--- src/rtl/synth_pkg.sv ---
// Shared constants and types for the synthesiser voice blocks.
package synth_pkg;

  localparam logic [15:0] DEFAULT_DIV = 16'd38223;  // low C at 10 MHz
  localparam int          MIN_DIV     = 2;

  typedef enum logic [1:0] {
    IDLE  = 2'd0,
    RUN   = 2'd1,
    DRAIN = 2'd2
  } osc_state_t;

endpackage

--- src/rtl/note_oscillator_if.sv ---
// Control and audio signals between a voice controller and note_oscillator.
interface note_oscillator_if
  import synth_pkg::*;
#(
  parameter int WIDTH = 16,
  parameter int AMP_W = 8
);

  // Level-signalled, no valid/ready: en is a held key request and divisor a held
  // period count; both may change at any time relative to clk and are synchronised
  // inside the oscillator. Outputs are continuous, with period_start a 1-cycle pulse.
  logic             en;
  logic [WIDTH-1:0] divisor;
  logic             wave_out;
  logic [AMP_W-1:0] sample;
  logic             period_start;
  logic             busy;
  osc_state_t       state_dbg;

  modport master (
    output en, divisor,
    input  wave_out, sample, period_start, busy, state_dbg
  );

  modport slave (
    input  en, divisor,
    output wave_out, sample, period_start, busy, state_dbg
  );

endinterface

--- src/rtl/bus_stabilizer.sv ---
// Accepts an asynchronous multi-bit bus only after two identical consecutive samples,
// so a value caught mid-transition is never passed on.
module bus_stabilizer #(
  parameter int               WIDTH   = 16,
  parameter logic [WIDTH-1:0] RST_VAL = '0
) (
  input  logic             clk,
  input  logic             nrst,
  input  logic [WIDTH-1:0] bus,
  output logic [WIDTH-1:0] stable
);

  logic [WIDTH-1:0] d1;
  logic [WIDTH-1:0] d2;
  logic             v1;
  logic             v2;

  // v1/v2 keep the reset-cleared sample pair from being accepted as a real value.
  always_ff @(posedge clk or negedge nrst) begin
    if (!nrst) begin
      d1     <= '0;
      d2     <= '0;
      v1     <= 1'b0;
      v2     <= 1'b0;
      stable <= RST_VAL;
    end else begin
      d1 <= bus;
      d2 <= d1;
      v1 <= 1'b1;
      v2 <= v1;
      if (v2 && (d1 == d2)) stable <= d2;
    end
  end

endmodule

--- src/rtl/note_oscillator.sv ---
// Single-voice square-wave generator; period changes and key release take effect
// only at period boundaries.
module note_oscillator
  import synth_pkg::*;
#(
  parameter int               WIDTH   = 16,
  parameter int               AMP_W   = 8,
  parameter logic [AMP_W-1:0] AMP_MAX = 8'hFF
) (
  input  logic               clk,
  input  logic               nrst,
  note_oscillator_if.slave   osc
);

  logic             en_m;
  logic             en_s;
  logic [WIDTH-1:0] div_stable;
  logic [WIDTH-1:0] eff;
  logic [WIDTH-1:0] div_q;
  logic [WIDTH-1:0] div_q_nx;
  logic [WIDTH-1:0] count;
  logic [WIDTH-1:0] count_nx;
  logic             wrap;
  logic             busy;
  osc_state_t       state;
  osc_state_t       state_nx;

  always_ff @(posedge clk or negedge nrst) begin
    if (!nrst) begin
      en_m <= 1'b0;
      en_s <= 1'b0;
    end else begin
      en_m <= osc.en;
      en_s <= en_m;
    end
  end

  bus_stabilizer #(
    .WIDTH   (WIDTH),
    .RST_VAL (WIDTH'(DEFAULT_DIV))
  ) u_div_filter (
    .clk    (clk),
    .nrst   (nrst),
    .bus    (osc.divisor),
    .stable (div_stable)
  );

  assign eff  = (div_stable < WIDTH'(MIN_DIV)) ? WIDTH'(MIN_DIV) : div_stable;
  assign wrap = (count == (div_q - WIDTH'(1)));

  always_ff @(posedge clk or negedge nrst) begin
    if (!nrst) begin
      state <= IDLE;
      count <= '0;
      div_q <= WIDTH'(DEFAULT_DIV);
    end else begin
      state <= state_nx;
      count <= count_nx;
      div_q <= div_q_nx;
    end
  end

  // A release during the last cycle of a period still reloads and plays one full
  // period in DRAIN; re-pressing in DRAIN resumes RUN without touching the phase.
  always_comb begin
    state_nx = state;
    count_nx = count;
    div_q_nx = div_q;
    case (state)
      IDLE: begin
        if (en_s) begin
          state_nx = RUN;
          count_nx = '0;
          div_q_nx = eff;
        end
      end
      RUN, DRAIN: begin
        if (wrap) begin
          count_nx = '0;
          div_q_nx = eff;
        end else begin
          count_nx = count + WIDTH'(1);
        end
        if (en_s)                       state_nx = RUN;
        else if ((state == DRAIN) && wrap) state_nx = IDLE;
        else                            state_nx = DRAIN;
      end
      default: state_nx = IDLE;
    endcase
  end

  assign busy             = (state != IDLE);
  assign osc.busy         = busy;
  assign osc.wave_out     = busy && (count < (div_q >> 1));
  assign osc.sample       = osc.wave_out ? AMP_MAX : '0;
  assign osc.period_start = busy && (count == '0);
  assign osc.state_dbg    = state;

endmodule

--- src/flat_wrapper.sv ---
// flat-port wrapper written by rule: the top's interface ports become plain ports
module note_oscillator_flat import synth_pkg::*;
#(
  parameter int               WIDTH   = 16,
  parameter int               AMP_W   = 8,
  parameter logic [AMP_W-1:0] AMP_MAX = 8'hFF
)
  (clk, nrst, osc_en, osc_divisor, osc_wave_out, osc_sample, osc_period_start, osc_busy, osc_state_dbg);
  note_oscillator_if #(.WIDTH(WIDTH), .AMP_W(AMP_W)) osc_i ();
  input  logic clk;
  input  logic nrst;
  input wire logic [$bits(osc_i.en)-1:0] osc_en;
  input wire logic [$bits(osc_i.divisor)-1:0] osc_divisor;
  output wire logic [$bits(osc_i.wave_out)-1:0] osc_wave_out;
  output wire logic [$bits(osc_i.sample)-1:0] osc_sample;
  output wire logic [$bits(osc_i.period_start)-1:0] osc_period_start;
  output wire logic [$bits(osc_i.busy)-1:0] osc_busy;
  output wire logic [$bits(osc_i.state_dbg)-1:0] osc_state_dbg;
  assign osc_i.en = osc_en;
  assign osc_i.divisor = osc_divisor;
  assign osc_wave_out = osc_i.wave_out;
  assign osc_sample = osc_i.sample;
  assign osc_period_start = osc_i.period_start;
  assign osc_busy = osc_i.busy;
  assign osc_state_dbg = osc_i.state_dbg;
  note_oscillator #(.WIDTH(WIDTH), .AMP_W(AMP_W), .AMP_MAX(AMP_MAX)) u_core (.clk(clk), .nrst(nrst), .osc(osc_i));
endmodule
--- config.mk ---
export PLATFORM = sky130hd
export DESIGN_NAME = note_oscillator_flat
export DESIGN_NICKNAME = d
export VERILOG_FILES = /design/src/rtl/synth_pkg.sv /design/src/rtl/note_oscillator_if.sv /design/src/rtl/bus_stabilizer.sv /design/src/rtl/note_oscillator.sv /design/src/flat_wrapper.sv
export SDC_FILE = /design/constraint.sdc
export NUM_CORES = 1
export LEC_CHECK = 0
export ABC_AREA = 1
export CAP_MARGIN = 0
export CORE_ASPECT_RATIO = 0.8
export CORE_MARGIN = 2
export CORE_UTILIZATION = 58
export CTS_CLUSTER_DIAMETER = 100
export DETAILED_ROUTE_END_ITERATION = 6
export DONT_BUFFER_PORTS = 1
export GPL_TIMING_DRIVEN = 0
export PLACE_DENSITY = 0.76
export SLEW_MARGIN = 5
export SYNTH_ARGS = -nofsm -noshare
export SYNTH_HDL_FRONTEND = slang
export SYNTH_HIERARCHICAL = 1
export SYNTH_SLANG_ARGS = --single-unit
--- constraint.sdc ---
create_clock -name clk -period 2.2 [get_ports clk]
set_input_delay 0.44 -clock clk [delete_from_list [all_inputs] [get_ports clk]]
set_output_delay 0.44 -clock clk [all_outputs]
set_load 0.05 [all_outputs]
# --- After elaboration in Yosys (flattened, before gate mapping) ---
# Cells that the tools add are included.
totals:
  register_bits: 86
  output_inout_bits: 13
classes:
  eq_ne: 6
  mux: 12
  magnitude_cmp: 2
  n_reduce_logical: 11
  addsub: 2
ops:
  columns: ["cell", "count"]
  rows:
  - ["$mux 16", 5]
  - ["$pmux 16 s2", 2]
  - ["$eq 16x16->1", 2]
  - ["$add 16x1->16 const B", 1]
  - ["$logic_not 16->1", 1]
  - ["$lt 16x15->1", 1]
  - ["$lt 16x2->1 const B", 1]
  - ["$sub 16x1->16 const B", 1]
  - ["$mux 8", 1]
  - ["$mux 2", 3]
  - ["$logic_and 1x1->1", 4]
  - ["$ne 2x1->1 const B", 2]
  - ["$pmux 2 s2", 1]
  - ["$reduce_bool 2->1", 2]
  - ["$reduce_and 3->1", 1]
  - ["$eq 2x1->1 const B", 1]
  - ["$eq 2x2->1 const B", 1]
  - ["$logic_not 2->1", 1]
  - ["$reduce_and 2->1", 1]
  - ["$reduce_or 2->1", 1]

# --- Logic depth before layout (Yosys ltp) ---
# Gate-level depths: netlist of the first run.
depth:
  ltp_word: 6
  mapped_depth: 18
  ltp_nobuf: 17

# --- Hierarchy ---
# Netlist of the first run, hierarchy kept.
by_module_without_submodules:
  columns: ["module", "cells_each", "seq_area_each_um2", "n_inst", "area_each_um2"]
  rows:
  - ["note_oscillator", 404, 912.1, 1, 2922.8]
  - ["bus_stabilizer", 180, 1262.5, 1, 1869.3]

# --- Least setup slack after synthesis of the first run ---
# Ideal clock, no wire load.
synth_path:
  path_kind: "register -> output"
  startpoint: "reg u_core.state[0] (netlist: u_core/osc.state_dbg[0])"
  endpoint: "out osc_period_start"
  path_stages_with_launch: 6
  t_arrival_ns: 2.590
  path_slack_ns: -0.830
  required_ns: 1.760
  path_cell_list: "dfrtp_1 -> inv_1 -> ha_1 -> inv_1 -> nand3_1 -> nor3_1"
synth_between:
  elab_chain_cells: 2
synth_rtl:
  columns: ["element", "line", "text"]
  rows:
  - ["start, declared", "note_oscillator.sv:25", "osc_state_t state;"]
  - ["start signal, assigned", "note_oscillator.sv:57", "state <= state_nx;"]
  - ["$reduce_bool 2->1", "note_oscillator.sv:92", "assign busy = (state != IDLE);"]
  - ["net osc_busy", "flat_wrapper.sv:17", "output wire logic [$bits(osc_i.busy)-1:0] osc_busy;"]
  - ["$logic_and 1x1->1", "note_oscillator.sv:96", "assign osc.period_start = busy && (count == '0);"]
  - ["end, declared", "flat_wrapper.sv:16", "output wire logic [$bits(osc_i.period_start)-1:0] osc_period_start;"]
# The timed path passes the listed nets, and every way through them passes these cells.

# --- Worst setup path in the final report of the first run ---
layout_path:
  startpoint: "reg u_core.div_q[15]"
  endpoint: "out osc_sample[5]"
layout_between:
  elab_chain_cells: 3
layout_rtl:
  columns: ["element", "line", "text"]
  rows:
  - ["start, declared", "note_oscillator.sv:19", "logic [WIDTH-1:0] div_q;"]
  - ["start signal, assigned", "note_oscillator.sv:55", "div_q <= WIDTH'(DEFAULT_DIV);"]
  - ["start signal, assigned", "note_oscillator.sv:59", "div_q <= div_q_nx;"]
  - ["$lt 16x15->1", "note_oscillator.sv:94", "assign osc.wave_out = busy && (count < (div_q >> 1));"]
  - ["$logic_and 1x1->1", "note_oscillator.sv:94", null]
  - ["net osc_wave_out", "flat_wrapper.sv:14", "output wire logic [$bits(osc_i.wave_out)-1:0] osc_wave_out;"]
  - ["$mux 8", "note_oscillator.sv:95", "assign osc.sample = osc.wave_out ? AMP_MAX : '0;"]
  - ["end, declared", "flat_wrapper.sv:15", "output wire logic [$bits(osc_i.sample)-1:0] osc_sample;"]
# The timed path passes the listed nets, and every way through them passes these cells.

==> results of run 1 <==
## worst max-delay path by stage
stage / startpoint / cells past startpoint / endpoint / slack, ns
global placement: u_core/div_q[2] / 10 / osc_sample[0] / -0.47
CTS: u_core/div_q[2] / 10 / osc_sample[3] / -0.76
finish: u_core/div_q[15] / 8 / osc_sample[5] / -0.78
detailed placement: u_core/div_q[2] / 10 / osc_sample[3] / -0.52
floorplan: u_core/div_q[2] / 10 / osc_sample[0] / -0.24
global route: u_core/div_q[15] / 8 / osc_sample[5] / -0.86
## through the flow
stage	power, mW	setup WS [ns]	utilization, %	area, um2	setup TNS, ns
finish	6.39	-0.779	74.2	5920	-9.99
global route	6.70	-0.857	74.2	5920	-12.89
CTS	5.87	-0.758	69.1	5510	-7.78
detailed placement	4.06	-0.518	62.0	4950	-12.70
global placement	4.02	-0.468	62.0	4950	-10.70
floorplan	3.71	-0.236	-	4810	-2.10
## flip-flops by register name, summed over array words and instances, names as in the netlist
register	count
u_core/count	16
u_core/div_q	16
u_core/en_m	1
u_core/en_s	1
u_core/osc.state_dbg	2
u_core/u_div_filter/d1	16
u_core/u_div_filter/d2	16
u_core/u_div_filter/stable	16
u_core/u_div_filter/v1	1
u_core/u_div_filter/v2	1
## metal layers
metal,GRT usage (%),share of wire [%]
met5,0,0
met2,40.6,45
met1,42.0,44
met4,8.13,2.0
met3,5.45,8.6
## power by group through the flow
stage                     clock network [mW]  registers, mW  logic [mW]
after floorplan                            0           1.81        1.89
after global placement                     0           1.84        2.18
after detailed placement                   0           1.84        2.22
after CTS                               1.20           1.82        2.85
after global routing                    1.27           1.84        3.58
final                                   1.18           1.83        3.38
## worst max-delay path, delay by kind of cell (launching register included)
family	cells	cell delay [ns]
adders and majority gates	1	0.29
and+or+nand+nor	3	0.66
DFF	1	0.61
buffers and inverters	2	0.30
AOI/OAI and AO/OA	2	0.31
## area by class of cell
cell class | count | area [um2] | share of cell area [%]
clock inverters | 7 | 83.8 | 1.42
multi-input cells | 404 | 2630 | 44.5
plain buffers | 19 | 209 | 3.53
flip-flops and latches | 86 | 2180 | 36.8
clock buffers | 9 | 124 | 2.09
repair buffers | 26 | 259 | 4.38
well taps | 108 | 135 | 2.28
inverters | 76 | 298 | 5.03
## synthesized netlist by cell type (all sizes together)
library cell / number
nand4: 20
buf: 16
o21a: 1
dfstp: 18
nor2: 51
o31ai: 1
clkbuf: 4
clkinv: 3
dfrtp: 68
o32ai: 1
nor3: 6
nor4: 6
xor2: 17
inv: 73
o21ai: 12
conb: 1
ha: 20
or2: 3
nand3: 44
a21oi: 22
a21boi: 1
o211ai: 1
nand2: 185
nand3b: 2
xnor2: 8
## what timing repair did
action	CTS	global route
gates resized for setup	54	74
buffers inserted	14	14
pin swaps	18	26
endpoints found under the setup margin	43	44
cloned	2	1
hold endpoints to repair	86	86
## logic make-up after synthesis
family / after synthesis
xor gates and xnor gates: 25
adders and majority gates: 20
and+or+nand+nor: 317
other: 1
DFF: 86
AOI/OAI and AO/OA: 39
buffers and inverters: 96
==> results.toml, run 1 <==
[outcome]
status = "finished with violations"
violations = "hold timing, setup timing"

[worst_setup_path]
crit_chain = "inv_1, ha_1, nand2_1, o21ai_0, a21oi_1, nand2_2, nor2_4, buf_6"
r2r_cells = 15
cp-start-kind = "flip-flop"
cpMaxStageDelayCell = "dfstp_2"
worst-r2r-setup-slack_ns = -0.19
required_ns = 1.76
cp-end-kind = "output pin"
crit_fanout = 6
slowest_delay_ns = 0.61
timing.rr.start = "u_core/div_q[2]"
cp.arrival_ns = 2.54
critical_path_class = "flip-flop to output pin"
r2r-end = "u_core/count[4]"

[clock_tree]
path_clk_slew_ns = 0.10
clock_latency_ns = 0.37
cts_tree = "yes"
clock-sinks = 86
numCtsBuffers = 9
htree_levels = 3
cts-root-buf = "clkbuf_8"
cts.path.max_buffers = 2

[pwr]
ir_drop_mv = 1.64
clockPowerShare_pct = 18.5
switching_share_pct = 45.1
p_comb_share_pct = 52.9
p_sw_mw = 2.88
pwr-share-seq_pct = 28.6
p_leak_nw = 2.92
internal_power_mw = 3.51
power_density_nw_per_um2 = 1080

[yosys]
syn_inst = 584
synth.area.mux_share_pct = 0
syn_nets = 623
synth_top_family_by_area = "simple AND/OR/NAND/NOR gates"
synth_xor_xnor_area_share_pct = 4.57
synth-compound-area-share_pct = 5.14
synthSimpleGateAreaFrac_pct = 30.3
syn-cell-area_um2 = 4790
ys_ff_latch = 86
synth_area_leaders = "dfrtp_1 36%, nand2_1 14%, dfstp_2 9.9%"
synth_largest_area_cell = "dfrtp_1"
synth.distinct_cells = 36
synth_top_area_share_pct = 35.5
synth-adder-area-share_pct = 5.22
syn_area_per_cell_um2 = 8.21
ys_warn_count = 6
synth_seq_area_share_pct = 45.4

[global_route]
grt_pass1_wl_um = 19200
antenna_found_initial = 0
grt_usage_pct = 27.7
grt_max_degree = 87
grt_pass1_vias = 3777
grt_overflow = 0

[routing]
ant_nets = 0
viasPerCell = 5.62
vias = 4132
dr.pass1.iters = 5
wl_per_cell_um = 16.8
route.detailed.drc = 0
drt-total-wl_um = 12400
drt_iter0_markers = 307

[sta]
fin_ws_ns = -0.779
setup_viol = 37
rsz0062_at_grt = "true"
finalCriticalPeriod_ns = 2.98
finalHoldViolCount = 86
slew_headroom_pct = 63.5
whs_ns = -0.248
fmax_mhz = 336
finalMaxSlewViolations = 0
finalCritPeriodShare_pct = 135
skew_ns = 0.0164
worst_slew_pin_slew_ns = 0.546

[floorplanning]
start_util_pct = 60.0
dieArea_um2 = 9010
fp.coreArea_um2 = 7980
pin_count = 32
die_x_um = 106
row_count = 29
dieHeight_um = 85.3

[placement]
hpwl_um = 7870
place_congestion = 0.894
place_inst = 692
portBuffers = 0

[finish]
final_common_cell = "nand2_1"
nFillCells = 542
layout_common_cells = "163 x nand2_1, 64 x dfrtp_1, 60 x inv_1, 36 x nor2_1, 29 x nand3_1"
syn_to_final_growth_pct = 23.5
num-nets-final = 661
finalNonFillerCells = 735
num_antenna_cells = 0
drive_above_1_share_pct = 30.1

[hold_path]
hp-class = "primary input to async pin"

[run]
maxCapViolations = 0
Power figures use the tool's default switching activity.
==> run 2: changes to the inputs <==
--- a/config.mk
+++ b/config.mk
@@ -7,14 +7,16 @@
 export LEC_CHECK = 0
 export ABC_AREA = 1
 export CAP_MARGIN = 0
+export CELL_PAD_IN_SITES_DETAIL_PLACEMENT = 0
+export CELL_PAD_IN_SITES_GLOBAL_PLACEMENT = 1
 export CORE_ASPECT_RATIO = 0.8
 export CORE_MARGIN = 2
-export CORE_UTILIZATION = 58
+export CORE_UTILIZATION = 43
 export CTS_CLUSTER_DIAMETER = 100
 export DETAILED_ROUTE_END_ITERATION = 6
 export DONT_BUFFER_PORTS = 1
 export GPL_TIMING_DRIVEN = 0
-export PLACE_DENSITY = 0.76
+export PLACE_DENSITY_LB_ADDON = 0.1
 export SLEW_MARGIN = 5
 export SYNTH_ARGS = -nofsm -noshare
 export SYNTH_HDL_FRONTEND = slang
==> results.toml, run 2 (synthesized netlist as in run 1, its figures left out) <==
[finish]
num_antenna_cells = 0
num-nets-final = 661
stdcell_area_um2 = 5930
syn_to_final_growth_pct = 23.8
final_util_pct = 54.7
layout_common_cells = "162 x nand2_1, 65 x dfrtp_1, 63 x inv_1, 36 x nor2_1, 25 x nand3_1"
final_common_cell = "nand2_1"
multi_input_area_um2 = 2520
finalNonFillerCells = 771
seq_area_um2 = 2180
drive_above_1_share_pct = 29.2
nFillCells = 1026

[worst_setup_path]
slowest_delay_ns = 0.59
cp-end-kind = "output pin"
crit_fanout = 6
cpMaxStageDelayCell = "dfstp_2"
required_ns = 1.76
cp-start-kind = "flip-flop"
cp.arrival_ns = 2.44
r2r_cells = 16
critPathLaunch = "u_core/div_q[2]"
crit_chain = "inv_4, ha_4, o21ai_2, nand2_1, nand3_2, a21oi_2, o211ai_1, nand2_2, nor2_4, buf_6"
worst-r2r-setup-slack_ns = -0.28
r2r-end = "u_core/count[6]"
critical_path_class = "flip-flop to output pin"
timing.rr.start = "u_core/div_q[1]"
cp-endpoint = "osc_sample[4]"

[pwr]
p_total_mw = 6.72
pwr-share-seq_pct = 27.2
ir_drop_mv = 1.31
power_density_nw_per_um2 = 1130
switching_share_pct = 43.9
p_sw_mw = 2.95
p_comb_share_pct = 50.7
clockPowerShare_pct = 22.1
p_leak_nw = 2.91
internal_power_mw = 3.77

[clock_tree]
clock-sinks = 86
clock_latency_ns = 0.34
cts_tree = "yes"
htree_levels = 3
numCtsBuffers = 9
cts.path.max_buffers = 2
path_clk_slew_ns = 0.07
cts-root-buf = "clkbuf_16"

[sta]
slew_headroom_pct = 58.2
whs_ns = -0.209
fmax_mhz = 347
fin_ws_ns = -0.683
finalMaxSlewViolations = 0
skew_ns = 0.00531
finalCriticalPeriod_ns = 2.88
finalHoldViolCount = 86
rsz0062_at_grt = "true"
setup_viol = 43
finalCritPeriodShare_pct = 131
worst_slew_pin_slew_ns = 0.627

[global_route]
grt_max_degree = 87
antenna_found_initial = 0
grt_pass1_vias = 3929
grt_pass1_wl_um = 20000
grt_overflow = 0
grt_usage_pct = 21.7

[placement]
place_inst = 728
portBuffers = 0
place_congestion = 0.859
placed_area_um2 = 4990
place_worst_setup_slack_ns = -0.547
hpwl_um = 8380

[hold_path]
hp-class = "primary input to async pin"

[routing]
wl_per_cell_um = 15.7
route.detailed.drc = 0
dr.pass1.iters = 5
drt_iter0_markers = 218
viasPerCell = 5.01
ant_nets = 0
vias = 3860
drt-total-wl_um = 12100

[floorplanning]
die_x_um = 122
pin_count = 32
row_count = 34
dieHeight_um = 98.4
dieArea_um2 = 12000
start_util_pct = 44.2
fp.coreArea_um2 = 10800

[outcome]
violations = "hold timing, setup timing"
status = "finished with violations"

[run]
maxCapViolations = 0
run 2: worst min path at each step:
stage                                 to  cells past startpoint  start  slack, ns
3_5_place_dp   u_core/u_div_filter/d1[0]                      0   nrst       0.15
3_3_place_gp   u_core/u_div_filter/d1[0]                      0   nrst       0.15
5_1_grt        u_core/u_div_filter/d1[0]                      0   nrst      -0.23
2_1_floorplan            u_core/count[0]                      0   nrst       0.14
6_report       u_core/u_div_filter/d2[1]                      0   nrst      -0.21
4_1_cts        u_core/u_div_filter/d1[0]                      0   nrst      -0.22
run 2: worst max-delay path: cells and delay by family, from the launching register on:
family / cells / cell delay, ns
and+or+nand+nor: 4 / 0.72
DFF: 1 / 0.59
AOI/OAI and AO/OA: 3 / 0.31
buffers and inverters: 2 / 0.29
adders and majority gates: 1 / 0.20
run 2: area by class of cell:
| type | count | share of cell area, % |
|---|---|---|
| Clock buffer | 9 | 3.80 |
| Tap cell | 144 | 3.04 |
| Buffer | 19 | 3.40 |
| Timing Repair Buffer | 27 | 4.39 |
| Inverter | 76 | 5.04 |
| Multi-Input combinational cell | 403 | 42.4 |
| Sequential cell | 86 | 36.7 |
| Clock inverter | 7 | 1.20 |
run 2: power by group through the flow:
stage          combinational, mW  clock, mW  sequential (mW)
6_report                    3.40       1.48             1.83
5_1_grt                     3.61       1.59             1.84
4_1_cts                     3.14       1.53             1.82
3_5_place_dp                2.26          0             1.84
3_3_place_gp                2.25          0             1.84
2_1_floorplan               1.89          0             1.81
run 2: stage by stage:
| stage | setup TNS, ns | hold slack (ns) |
|---|---|---|
| floorplan | -2.10 | 0.144 |
| global placement | -16.19 | 0.146 |
| detailed placement | -17.07 | 0.146 |
| CTS | -12.77 | -0.225 |
| global route | -16.05 | -0.233 |
| finish | -11.65 | -0.209 |
run 2: layer usage:
layer | track usage (%) | vias to the layer above | wire [um]
li1 | - | 1935 | -
met5 | 0 | - | 0
met1 | 32.6 | 1849 | 6110
met4 | 4.69 | 0 | 115
met3 | 6.60 | 11 | 731
met2 | 31.0 | 65 | 5120
run 2: timing repair:
action                                  4_1_cts  5_1_grt
cloned                                        5        0
setup buffers                                21        6
hold endpoints to repair                     86       86
endpoints found under the setup margin       44       44
pin swaps                                    25       21
resized for setup                            69       50
==> run 3: changes to the inputs <==
==> constraint.sdc (replaced) <==
create_clock -name clk -period 2.54 [get_ports clk]
set_input_delay 0.508 -clock clk [delete_from_list [all_inputs] [get_ports clk]]
set_output_delay 0.508 -clock clk [all_outputs]
set_load 0.05 [all_outputs]
==> results.toml, run 3 (synthesized netlist as in run 1, its figures left out) <==
[global_route]
grt_usage_pct = 20.8
grt_pass1_vias = 3571
grt_max_degree = 69
grt_overflow = 0
antenna_found_initial = 0
grt_pass1_wl_um = 19100

[finish]
final_common_cell = "nand2_1"
num-nets-final = 656
layout_common_cells = "180 x nand2_1, 65 x inv_1, 65 x dfrtp_1, 39 x nand3_1, 38 x nor2_1"
nFillCells = 1040
stdcell_area_um2 = 5710
num_antenna_cells = 0
syn_to_final_growth_pct = 19.1
drive_above_1_share_pct = 21.2
finalNonFillerCells = 766

[clock_tree]
numCtsBuffers = 9
path_clk_slew_ns = 0.06
cts-root-buf = "clkbuf_16"
clock_latency_ns = 0.33
cts.path.max_buffers = 2
cts_tree = "yes"
htree_levels = 3
clock-sinks = 86

[hold_path]
hp-class = "primary input to async pin"

[placement]
placed_area_um2 = 4980
place_worst_setup_slack_ns = -0.433
place_inst = 728
portBuffers = 0
place_congestion = 0.880
hpwl_um = 8360

[worst_setup_path]
critical_path_class = "flip-flop to output pin"
cp.arrival_ns = 2.43
cp-end-kind = "output pin"
required_ns = 2.03
cp-start-kind = "flip-flop"
r2r_cells = 15
crit_fanout = 6

[outcome]
violations = "setup timing"
status = "finished with violations"

[sta]
finalCritPeriodShare_pct = 116
fin_tns_setup_ns = -3.23
finalCriticalPeriod_ns = 2.94
slew_headroom_pct = 56.4
fin_ws_ns = -0.397
finalMaxSlewViolations = 0
setup_viol = 10
worst_slew_pin_slew_ns = 0.651
fmax_mhz = 340
skew_ns = 0.00713
finalHoldViolCount = 0
rsz0062_at_grt = "true"

[routing]
dr.pass1.iters = 4
wl_per_cell_um = 15.2
viasPerCell = 4.93
vias = 3780
drt-total-wl_um = 11700
ant_nets = 0
route.detailed.drc = 0
drt_iter0_markers = 198

[pwr]
power_density_nw_per_um2 = 944
p_leak_nw = 2.82
ir_drop_mv = 1.05

[floorplanning]
row_count = 34
dieHeight_um = 98.4
fp.coreArea_um2 = 10800
start_util_pct = 44.2
dieArea_um2 = 12000
die_x_um = 122
pin_count = 32

[run]
maxCapViolations = 0
run 3: cell count changes in the layout (fill, tap and decap cells not counted), sizes merged:
cell	delta
buf	-9
inv	-5
clkbuf	+3
clkinv	+2
dlygate4sd3	+2
clkinvlp	+2
run 3: worst max-delay path, cell delays in order, from the launching register on:
cell and delay (ns):
dfstp_2 0.55, inv_2 0.05, ha_4 0.21, o21ai_2 0.05, nand2_1 0.07, nand3_2 0.08
a21oi_2 0.06, o211ai_1 0.19, nand2_2 0.13, nor2_4 0.45, buf_6 0.24
run 3: per-stage QoR:
step           power [mW]  hold slack, ns  utilization, %
6_report             5.39          0.0622            52.6
5_1_grt              5.71          0.0625            52.6
4_1_cts              5.06         0.00327            50.8
3_5_place_dp         3.54           0.214            46.0
3_3_place_gp         3.52           0.214            46.0
2_1_floorplan        3.20           0.212               -
run 3: final timing paths:
path	startpoint	endpoint	slack [ns]
worst min register to register	u_core/u_div_filter/v1	u_core/u_div_filter/v2	0.35
max in group asynchronous	nrst	u_core/div_q[0]	1.50
min in group clk	osc_divisor[8]	u_core/u_div_filter/d1[8]	0.20
worst min-delay path	nrst	u_core/u_div_filter/d1[4]	0.06
worst max register to register	u_core/div_q[1]	u_core/div_q[11]	0.11
worst max-delay path	u_core/div_q[2]	osc_sample[5]	-0.40
run 3: final cells by class:
cell class	instances	area (um2)	area share, %
Buffer	20	223	3.90
Clock buffer	10	229	4.01
Clock inverter	6	46.3	0.811
Inverter	76	294	5.15
Multi-Input combinational cell	403	2330	40.9
Sequential cell	86	2180	38.2
Tap cell	144	180	3.16
Timing Repair Buffer	21	225	3.94
run 3: what timing repair did:
| item | 4_1_cts | 5_1_grt |
|---|---|---|
| gates resized for setup | 31 | 21 |
| setup endpoints to repair | 30 | 39 |
| hold endpoints to repair | 68 | 13 |
| pin swaps | 13 | 13 |
| buffers inserted | 11 | 5 |
| hold buffers | 1 | 2 |
| cloned | 1 | 2 |
run 3: layer usage:
metal  share of wire, %  vias to the layer above  GRT usage [%]  routed length (um)
li1                   -                     1918              -                   -
met1                 56                     1789           34.3                6560
met2                 39                       67           28.4                4600
met3                3.7                        6           4.22                 434
met4               0.61                        0           3.45                  71
met5                  0                        -              0                   0
run 3: power breakdown:
| part | leakage, nW | switching [mW] | total (mW) | internal, mW |
|---|---|---|---|---|
| clock network | 0.129 | 0.541 | 1.21 | 0.669 |
| logic | 1.65 | 1.61 | 2.60 | 0.986 |
| registers | 1.04 | 0.129 | 1.58 | 1.45 |
